$ cat src/rtl/deserializer_fifo.sv
`default_nettype none
// ============================================================================
// Module   : deserializer_fifo
// Brief    : Serial-to-parallel word assembler feeding a DEPTH-entry output
//            FIFO, with occupancy and dropped-bit reporting.
// Revision : 1.0 - initial parametrised release
// ============================================================================
module deserializer_fifo #(
    parameter int WIDTH     = 8,
    parameter int DEPTH     = 2,
    parameter int MSB_FIRST = 1
) (
    input  logic                       clock_100KHZ,
    input  logic                       reset,
    input  logic                       data_in,
    input  logic                       write_in,
    input  logic                       ack_in,
    output logic                       status_out,
    output logic [WIDTH-1:0]           data_out,
    output logic                       data_ready,
    output logic [$clog2(DEPTH+1)-1:0] fill_out,
    output logic                       overflow_out
);

    localparam int CW = $clog2(WIDTH);
    localparam int PW = (DEPTH > 1) ? $clog2(DEPTH) : 1;
    localparam int FW = $clog2(DEPTH + 1);

    typedef enum logic [0:0] {
        IDLE  = 1'b0,
        SHIFT = 1'b1
    } state_t;

    state_t           state_q, state_d;
    logic [CW-1:0]    cnt_q, cnt_d;
    logic [WIDTH-1:0] shreg_q, shreg_d;
    logic [WIDTH-1:0] mem_q [DEPTH];
    logic [WIDTH-1:0] mem_d [DEPTH];
    logic [PW-1:0]    wr_ptr_q, wr_ptr_d;
    logic [PW-1:0]    rd_ptr_q, rd_ptr_d;
    logic [FW-1:0]    count_q, count_d;
    logic             status_q, status_d;
    logic             overflow_q, overflow_d;

    logic             accept;
    logic             push;
    logic             pop;
    logic [WIDTH-1:0] shifted;

    // Pointers wrap explicitly so non-power-of-two depths behave as a ring.
    function automatic logic [PW-1:0] ptr_inc(input logic [PW-1:0] p);
        return (p == PW'(DEPTH - 1)) ? '0 : p + 1'b1;
    endfunction

    generate
        if (MSB_FIRST != 0) begin : g_msb_first
            assign shifted = {shreg_q[WIDTH-2:0], data_in};
        end else begin : g_lsb_first
            assign shifted = {data_in, shreg_q[WIDTH-1:1]};
        end
    endgenerate

    always_comb begin
        state_d    = state_q;
        cnt_d      = cnt_q;
        shreg_d    = shreg_q;
        mem_d      = mem_q;
        wr_ptr_d   = wr_ptr_q;
        rd_ptr_d   = rd_ptr_q;
        count_d    = count_q;
        push       = 1'b0;
        accept     = write_in & status_q;
        pop        = ack_in & (count_q != '0);
        overflow_d = write_in & ~status_q;

        if (accept) begin
            shreg_d = shifted;
            case (state_q)
                IDLE: begin
                    state_d = SHIFT;
                    cnt_d   = CW'(1);
                end
                SHIFT: begin
                    if (cnt_q == CW'(WIDTH - 1)) begin
                        push    = 1'b1;
                        cnt_d   = '0;
                        shreg_d = '0;
                        state_d = IDLE;
                    end else begin
                        cnt_d = cnt_q + CW'(1);
                    end
                end
                default: begin
                    state_d = IDLE;
                    cnt_d   = '0;
                end
            endcase
        end

        if (push) begin
            mem_d[wr_ptr_q] = shifted;
            wr_ptr_d        = ptr_inc(wr_ptr_q);
        end
        if (pop) begin
            rd_ptr_d = ptr_inc(rd_ptr_q);
        end

        case ({push, pop})
            2'b10:   count_d = count_q + FW'(1);
            2'b01:   count_d = count_q - FW'(1);
            default: count_d = count_q;
        endcase

        // Only a push can fill the buffer, so readiness drops at word boundaries.
        status_d = (count_d < FW'(DEPTH));
    end

    always_ff @(posedge clock_100KHZ or posedge reset) begin
        if (reset) begin
            state_q    <= IDLE;
            cnt_q      <= '0;
            shreg_q    <= '0;
            wr_ptr_q   <= '0;
            rd_ptr_q   <= '0;
            count_q    <= '0;
            status_q   <= 1'b0;
            overflow_q <= 1'b0;
            for (int i = 0; i < DEPTH; i++) begin
                mem_q[i] <= '0;
            end
        end else begin
            state_q    <= state_d;
            cnt_q      <= cnt_d;
            shreg_q    <= shreg_d;
            wr_ptr_q   <= wr_ptr_d;
            rd_ptr_q   <= rd_ptr_d;
            count_q    <= count_d;
            status_q   <= status_d;
            overflow_q <= overflow_d;
            mem_q      <= mem_d;
        end
    end

    assign status_out   = status_q;
    assign overflow_out = overflow_q;
    assign data_ready   = (count_q != '0);
    assign fill_out     = count_q;
    assign data_out     = (count_q != '0) ? mem_q[rd_ptr_q] : '0;

endmodule
`default_nettype wire

$ cat config.mk
export PLATFORM = sky130hd
export DESIGN_NAME = deserializer_fifo
export DESIGN_NICKNAME = d
export VERILOG_FILES = /design/src/rtl/deserializer_fifo.sv
export SDC_FILE = /design/constraint.sdc
export NUM_CORES = 1
export LEC_CHECK = 0
export ABC_AREA = 1
export ABC_CLOCK_PERIOD_IN_PS = 1830
export CAP_MARGIN = 5
export CORE_MARGIN = 4
export CORE_UTILIZATION = 54
export DETAILED_ROUTE_END_ITERATION = 16
export HOLD_SLACK_MARGIN = 0.1
export PLACE_DENSITY_LB_ADDON = 0.1
export SETUP_SLACK_MARGIN = 0.1
export SYNTH_ARGS = -nofsm -noshare
export SYNTH_HDL_FRONTEND = slang
export SYNTH_SLANG_ARGS = --single-unit
$ cat constraint.sdc
create_clock -name clock_100KHZ -period 1.83 [get_ports clock_100KHZ]
set_input_delay 0.2745 -clock clock_100KHZ [delete_from_list [all_inputs] [get_ports clock_100KHZ]]
set_output_delay 0.2745 -clock clock_100KHZ [all_outputs]
set_load 0.01 [all_outputs]
==> out/results.env, run 1 <==
FINALHOLDVIOLCOUNT=0
SYN_NETS=178
NETS=210
DP_WORST_SETUP_SLACK_NS=0.06252
TOTAL_TRACK_USAGE_PCT=19.76
SYNTH_EDF_COUNT=0
TOP_LEVEL_PORTS=18
WORST_EP_ARRIVAL_TIME_NS=1.40
DPL.HPWL_UM=2087
PLACE.GP.CONGESTION=0.7996
WORSTMARGINPINSLEW_NS=0.4011
DRTANTENNAVIOLNETS=0
ROUTED-VIA-COUNT=1185
PORTBUFFERS=17
HTREEDEPTH=2
DRV_CAP=0
DRC=0
SETUP.WORST_PATH.END_CLASS='output port'
FLOORPLAN.DIE_AREA_UM2=3619
CTSROOTBUFFERMASTER='sky130_fd_sc_hd__clkbuf_4'
GRT_FIRST_PASS_WIRELENGTH_UM=5175
CP.BUFFERS_INVERTERS=2
SYNTH_LARGEST_AREA_CELL='sky130_fd_sc_hd__dfrtp_1'
WIRE_PER_INST_UM=12.94
CRITPATHMAXSTAGEDELAY_NS=0.52
CLKLATENCYLATEPIN_NS=0.33
CTS_TREE='yes'
GLOBALROUTE.TOTALOVERFLOW=0
MAPPED_AREA_UM2=1469
WORST_PATH_DOMINANT_CELL_FAMILY='buffers and inverters'
CRITPATHKIND='flop to output port'
R2R_SETUP_SLACK_NS=0.20
FIRSTDRTPASSITERS=4
TIMING.CRITICAL_PATH.REQUIRED_NS=1.56
YOSYS_MOST_USED_DFF='sky130_fd_sc_hd__dfrtp_1'
DIE_WIDTH_UM=60.16
HOLD_WS_NS=0.3479
NETLIST-CELL-TYPE-COUNT=20
SYNTH_CELLS=170
TIMING.FINAL.CRIT_PERIOD_NS=1.676
HOLD_PATH_CLASS='input pin to asynchronous set/reset pin'
CELLPOWERDENSITY_nW_PER_UM2=1303
MOST_INSTANTIATED_LIBRARY_CELL_AFTER_SYNTHESIS='sky130_fd_sc_hd__nand2_1'
WORST_R2R_STARTPOINT='cnt_q[0]$_DFFE_PP0P_'
FINAL.SETUP.WORST_SLACK_NS=0.1544
CRITPATHLAUNCHTYPE='flop'
TOTALNEGATIVESETUPSLACK_NS=0
INITIAL_CELL_DENSITY_OF_THE_CORE_PCT=57.72
CELL_CHAIN_CRITICAL_PATH='buf_4 > clkdlybuf4s50_1'
RUN_STATUS='finished, final reports clean'
SHARE_OF_FLIP_FLOPS_WITH_AN_ASYNCHRONOUS_SET_OR_RESET_AFTER_SYNTHESIS_PCT=100.0
TIMING.FMAX_MHz=596.8
DRIVE_ABOVE_1_SHARE_PCT=15.42
AREA_GROWTH_PCT=23.34
ANTENNA_CELLS=0
CTS_NUM_SINKS=33
DIEHEIGHT_UM=60.16
SETUP-VIOLATIONS-FINAL=0
GRT_START_MAX_NET_PINS=34
ROWS=18
SYNTHESIS.YOSYS.WARNINGS=0
PEAKVDDDROP_mV=0.9938
GRT_SETUP_UNREPAIRED='yes'
SYNTH-SEQ-CELLS=33
VIA_PER_INST=5.130
ANTENNA_FOUND_INITIAL=0
GRT_PASS1_VIAS=1154
SYNTH.TOP_CELL.AREA_SHARE_PCT=56.22
FP.COREAREA_UM2=2545
CTS_HOLD_REPAIR.BUFFERS=0
FINAL-MAX-SLEW-VIOLATION-COUNT=0
CTS_MADE_BUFFERS=5
R2R_ENDPOINT='status_out$_DFF_PP0_'
DR.FIRST_ITER.DRC_COUNT=42
FINALCRITPERIODSHARE_PCT=91.56
ROUTED_WIRELENGTH_UM=2989
YS_TOP_CELLS_BY_COUNT='sky130_fd_sc_hd__nand2_1, sky130_fd_sc_hd__dfrtp_1, sky130_fd_sc_hd__nand3_1'
SYNTH.YOSYS.SEQ_AREA_SHARE_PCT=56.22
FILLER_CELLS=207
TIMING.REG2REG.WORST_PATH_DEPTH=10
SYNTHTOPCELLSBYAREA='sky130_fd_sc_hd__dfrtp_1, sky130_fd_sc_hd__nand2_1, sky130_fd_sc_hd__nand3_1, sky130_fd_sc_hd__inv_1, sky130_fd_sc_hd__a21oi_1'
CELLLEAKAGEPOWER_nW=0.9466
SYN_AVG_CELL_AREA_UM2=8.641
CLOCK_SKEW_NS=0.006610
TIMING.CRITICAL_PATH.SLOWEST_STAGE_CELL='sky130_fd_sc_hd__clkdlybuf4s50_1'
CLKSLEWWORSTSETUPHOLDPATHS_NS=0.09
TIMING.SLEW.HEADROOM_PCT=73.26
CRIT_PATH_MAX_FANOUT=4
POST-PLACE-CELLS=218
CLOCKBUFFERDEPTH=2
LAYOUT.CELLS.NON_FILLER=231
## cell type report
| class | instances | area (um2) | share of cell area (%) |
|---|---|---|---|
| Clock inverter | 1 | 5.005 | 0.2762 |
| Multi-Input combinational cell | 115 | 570.5 | 31.49 |
| Timing Repair Buffer | 28 | 261.5 | 14.43 |
| Sequential cell | 33 | 828.3 | 45.72 |
| Inverter | 19 | 71.32 | 3.936 |
| Clock buffer | 5 | 37.54 | 2.072 |
| Tap cell | 30 | 37.54 | 2.072 |
## tightest hold or removal path, cell delays in order
cell and delay, ns:
sky130_fd_sc_hd__clkdlybuf4s50_1 0.40, sky130_fd_sc_hd__inv_1 0.06, sky130_fd_sc_hd__buf_4 0.36
## report_power, final
part,total [W],switching [W],internal (W)
Combinational,0.000892,0.000469,0.000423
Sequential,0.00112,0.000190,0.000929
Clock,0.000350,0.000217,0.000133
Total,0.00236,0.000876,0.00148
## worst max path at each step
stage	start	to	slack [ns]	depth (start not counted)
5_1_grt	cnt_q[0]$_DFFE_PP0P_	status_out$_DFF_PP0_	0.02	11
6_report	fill_out[0]$_DFFE_PP0N_	fill_out[0]	0.15	2
3_3_place_gp	fill_out[0]$_DFFE_PP0N_	status_out$_DFF_PP0_	0.14	7
2_1_floorplan	cnt_q[0]$_DFFE_PP0P_	status_out$_DFF_PP0_	0.19	10
3_5_place_dp	fill_out[0]$_DFFE_PP0N_	status_out$_DFF_PP0_	0.06	7
4_1_cts	flop	data_ready	0.10	3
## layout by cell type, fill, tap and decap left out, types with 4 or more instances in the layout
master	count
sky130_fd_sc_hd__inv_1	15
sky130_fd_sc_hd__nand3_1	19
sky130_fd_sc_hd__clkdlybuf4s15_1	7
sky130_fd_sc_hd__clkdlybuf4s50_1	8
sky130_fd_sc_hd__o22ai_1	5
sky130_fd_sc_hd__nand2_2	4
sky130_fd_sc_hd__a21oi_1	8
sky130_fd_sc_hd__nand2_1	65
sky130_fd_sc_hd__dfrtp_1	31
sky130_fd_sc_hd__clkbuf_4	5
sky130_fd_sc_hd__buf_4	8
## per-layer routing
layer | vias up | global-route usage (%) | share of wire, %
li1 | 609 | - | -
met1 | 556 | 25.24 | 44
met2 | 16 | 31.33 | 51
met3 | 4 | 6.479 | 3.3
met4 | 0 | 6.962 | 1.1
met5 | - | 0 | 0
## cells by family after synthesis
family                   count (synthesis)  share of synthesized area [%]
AND/OR/NAND/NOR                         93                          27.51
flip-flops                              33                          56.22
buffers and inverters                   22                          6.303
AO/OA/AOI/OAI                           17                          6.218
adder cells (fa/ha/maj)                  3                          2.556
XOR/XNOR                                 2                          1.193
## timing repair
| action | 4_1_cts | 5_1_grt |
|---|---|---|
| gates resized for setup | 11 | 16 |
| pin swaps | 1 | 1 |
| cloned | 0 | 0 |
| endpoints found under the setup margin | 11 | 12 |
| setup buffers | 3 | 4 |
## stage by stage
| step | utilization [%] | instance area (um2) | total power [W] |
|---|---|---|---|
| after floorplan | - | 1469 | 0.001545 |
| after global placement | 66.22 | 1685 | 0.001824 |
| after detailed placement | 66.22 | 1685 | 0.001870 |
| after CTS | 68.63 | 1747 | 0.002260 |
| after global routing | 71.19 | 1812 | 0.002549 |
| final | 71.19 | 1812 | 0.002361 |
## sequential cells by signal, indices dropped and copies added (netlist names), named ones only
name          cells
cnt_q             3
fill_out          1
mem_q            16
overflow_out      1
rd_ptr_q          1
shreg_q           7
state_q           1
status_out        1
wr_ptr_q          1
No activity file was read; power rests on OpenSTA's default activity.
==> run 2: changes to the inputs <==
Settings changed: REMOVE_ABC_BUFFERS from default to 1.
==> out/results.env, run 2 (synthesized netlist as in run 1, its figures left out) <==
RUN_STATUS='finished, final reports clean'
GRT_START_MAX_NET_PINS=34
GLOBALROUTE.TOTALOVERFLOW=0
PLACE.GP.CONGESTION=0.7818
CLOCKBUFFERDEPTH=2
TOTALNEGATIVESETUPSLACK_NS=0
ROUTED-VIA-COUNT=1222
CELL_CHAIN_CRITICAL_PATH='inv_2 > nand2_1 > a21oi_1 > dlygate4sd2_1'
NETSWITCHINGPOWER_W=0.0008837
TIMING.CRITICAL_PATH.REQUIRED_NS=1.56
LARGEST-REGISTER='mem_q'
CELLLEAKAGEPOWER_nW=0.9702
CTS_NUM_SINKS=33
TOTAL_TRACK_USAGE_PCT=20.24
FP.COREAREA_UM2=2545
DPL.HPWL_UM=2100
CLOCK_SKEW_NS=0.01280
TIMING.FINAL.CRIT_PERIOD_NS=1.694
VIA_PER_INST=5.267
HOLD_WS_NS=0.3134
WORST_EP_ARRIVAL_TIME_NS=1.42
CTSROOTBUFFERMASTER='sky130_fd_sc_hd__clkbuf_4'
COMB_POWER_SHARE_PCT=38.2
DRTANTENNAVIOLNETS=0
WIRE_PER_INST_UM=13.42
ANTENNA_CELLS=0
CLOCK_POWER_SHARE_PCT=14.8
ANTENNA_FOUND_INITIAL=0
FLOORPLAN.DIE_AREA_UM2=3619
GRT_FIRST_PASS_WIRELENGTH_UM=5347
SEQCELLAREA_UM2=827.0
DRC=0
FIRSTDRTPASSITERS=4
LAYOUT.CELLS.MOST_COMMON='sky130_fd_sc_hd__nand2_1'
CRITPATHKIND='flop to output port'
CTS_HOLD_REPAIR.BUFFERS=0
DRV_CAP=0
SEQUENTIALPOWERSHARE_PCT=47.0
SETUP-VIOLATIONS-FINAL=0
FINAL-MAX-SLEW-VIOLATION-COUNT=0
CLKSLEWWORSTSETUPHOLDPATHS_NS=0.10
WORSTMARGINPINSLEW_NS=0.4006
CRIT_PATH_MAX_FANOUT=8
TIMING.CRITICAL_PATH.SLOWEST_STAGE_CELL='sky130_fd_sc_hd__dfrtp_1'
AREA_GROWTH_PCT=21.64
CELL_INTERNAL_PWR_W=0.001478
TIMING.FMAX_MHz=590.4
CTS_TREE='yes'
PEAKVDDDROP_mV=1.014
HTREEDEPTH=2
SETUP.WORST_PATH.END_CLASS='output port'
CLKLATENCYLATEPIN_NS=0.33
ROUTED_WIRELENGTH_UM=3114
GRT_SETUP_UNREPAIRED='no'
CTS_MADE_BUFFERS=5
TOP_LEVEL_PORTS=18
CRITPATHMAXSTAGEDELAY_NS=0.42
CRITPATHLAUNCHTYPE='flop'
NETSWITCHINGFRACTION_PCT=37.41
FINALCRITPERIODSHARE_PCT=92.55
INITIAL_CELL_DENSITY_OF_THE_CORE_PCT=57.72
ROWS=18
FILLER_CELLS=207
FINALHOLDVIOLCOUNT=0
GRT_PASS1_VIAS=1192
TIMING.SLEW.HEADROOM_PCT=73.29
REG_TOP3='mem_q: 16 flops, shreg_q: 7 flops, cnt_q: 3 flops'
DR.FIRST_ITER.DRC_COUNT=80
LEADING_CELL_TYPES_IN_THE_LAYOUT_FILL_AND_TAPS_EXCLUDED='sky130_fd_sc_hd__nand2_1, sky130_fd_sc_hd__dfrtp_1, sky130_fd_sc_hd__nand3_1'
MULTI_INPUT_COMB_AREA_UM2=575.6
DIE_WIDTH_UM=60.16
PORTBUFFERS=17
CELLPOWERDENSITY_nW_PER_UM2=1322
NETS=211
HOLD_PATH_CLASS='input pin to asynchronous set/reset pin'
DRIVE_ABOVE_1_SHARE_PCT=18.32
DIEHEIGHT_UM=60.16
LARGEST_REGISTER_FF_COUNT=16
run 2: cell types whose count changed in the layout (fill, tap and decap cells not counted), sizes merged:
cell	change
clkdlybuf4s15	-7
buf	+1
clkbuf	+5
dlygate4sd2	+3
clkdlybuf4s50	-1
run 2: layer usage:
metal / GRT usage (%) / share of wire (%)
met4: 8.544 / 1.0
met1: 26.47 / 43
met2: 32.25 / 52
met5: 0 / 0
met3: 4.536 / 4.6
run 2: layout make-up:
class,instances,area share [%]
Timing Repair Buffer,29,13.03
Clock inverter,1,0.2801
Inverter,19,3.992
Multi-Input combinational cell,115,32.21
Sequential cell,33,46.29
Clock buffer,5,2.101
Tap cell,30,2.101
run 2: power groups by stage:
stage | combinational, W | clock (W) | sequential (W)
after floorplan | 0.000421 | 0 | 0.00111
after global placement | 0.000696 | 0 | 0.00111
after detailed placement | 0.000737 | 0 | 0.00112
after CTS | 0.000808 | 0.000366 | 0.00110
after global routing | 0.00103 | 0.000392 | 0.00113
final | 0.000902 | 0.000350 | 0.00111
run 2: per-stage QoR:
| stage | total power [W] | cells | utilization (%) | setup WS [ns] | area [um2] |
|---|---|---|---|---|---|
| CTS | 0.002272 | 228 | 68.88 | 0.1007 | 1753 |
| global placement | 0.001804 | 218 | 66.22 | 0.1525 | 1685 |
| finish | 0.002362 | 232 | 70.21 | 0.1363 | 1787 |
| global route | 0.002554 | 232 | 70.21 | 0.08078 | 1787 |
| detailed placement | 0.001855 | 218 | 66.22 | 0.09853 | 1685 |
| floorplan | 0.001530 | 167 | - | 0.1372 | 1448 |
run 2: final timing paths:
check                                     start                 endpoint  slack [ns]  cells past startpoint
max                        rd_ptr_q$_DFFE_PP0P_              data_out[6]        0.14                      4
min                                       reset     wr_ptr_q$_DFFE_PP0N_        0.31                      3
max reg2reg                cnt_q[1]$_DFFE_PP0P_     status_out$_DFF_PP0_        0.21                     11
min reg2reg                mem_q[0]$_DFFE_PP0P_     mem_q[0]$_DFFE_PP0P_        0.48                      2
max in group asynchronous                 reset  fill_out[0]$_DFFE_PP0N_        1.20                      3
min in group clock_100KHZ  mem_q[0]$_DFFE_PP0P_     mem_q[0]$_DFFE_PP0P_        0.48                      2
run 2: worst max-delay path, delay by kind of cell (launching register included):
family                 cells  cell delay, ns
buffers and inverters      2            0.43
AOI/OAI and AO/OA          1            0.16
and+or+nand+nor            1            0.08
DFF                        1            0.42
run 2: timing repair:
action	in CTS	in global routing
pin swaps	1	1
endpoints found under the setup margin	10	10
setup buffers	4	4
gates resized for setup	12	18
==> run 3: changes to the inputs <==
Settings changed: CAP_MARGIN 5 to default.
==> results of run 3 <==
Same layout as run 2: the final DEF is identical, and so are final timing and power.
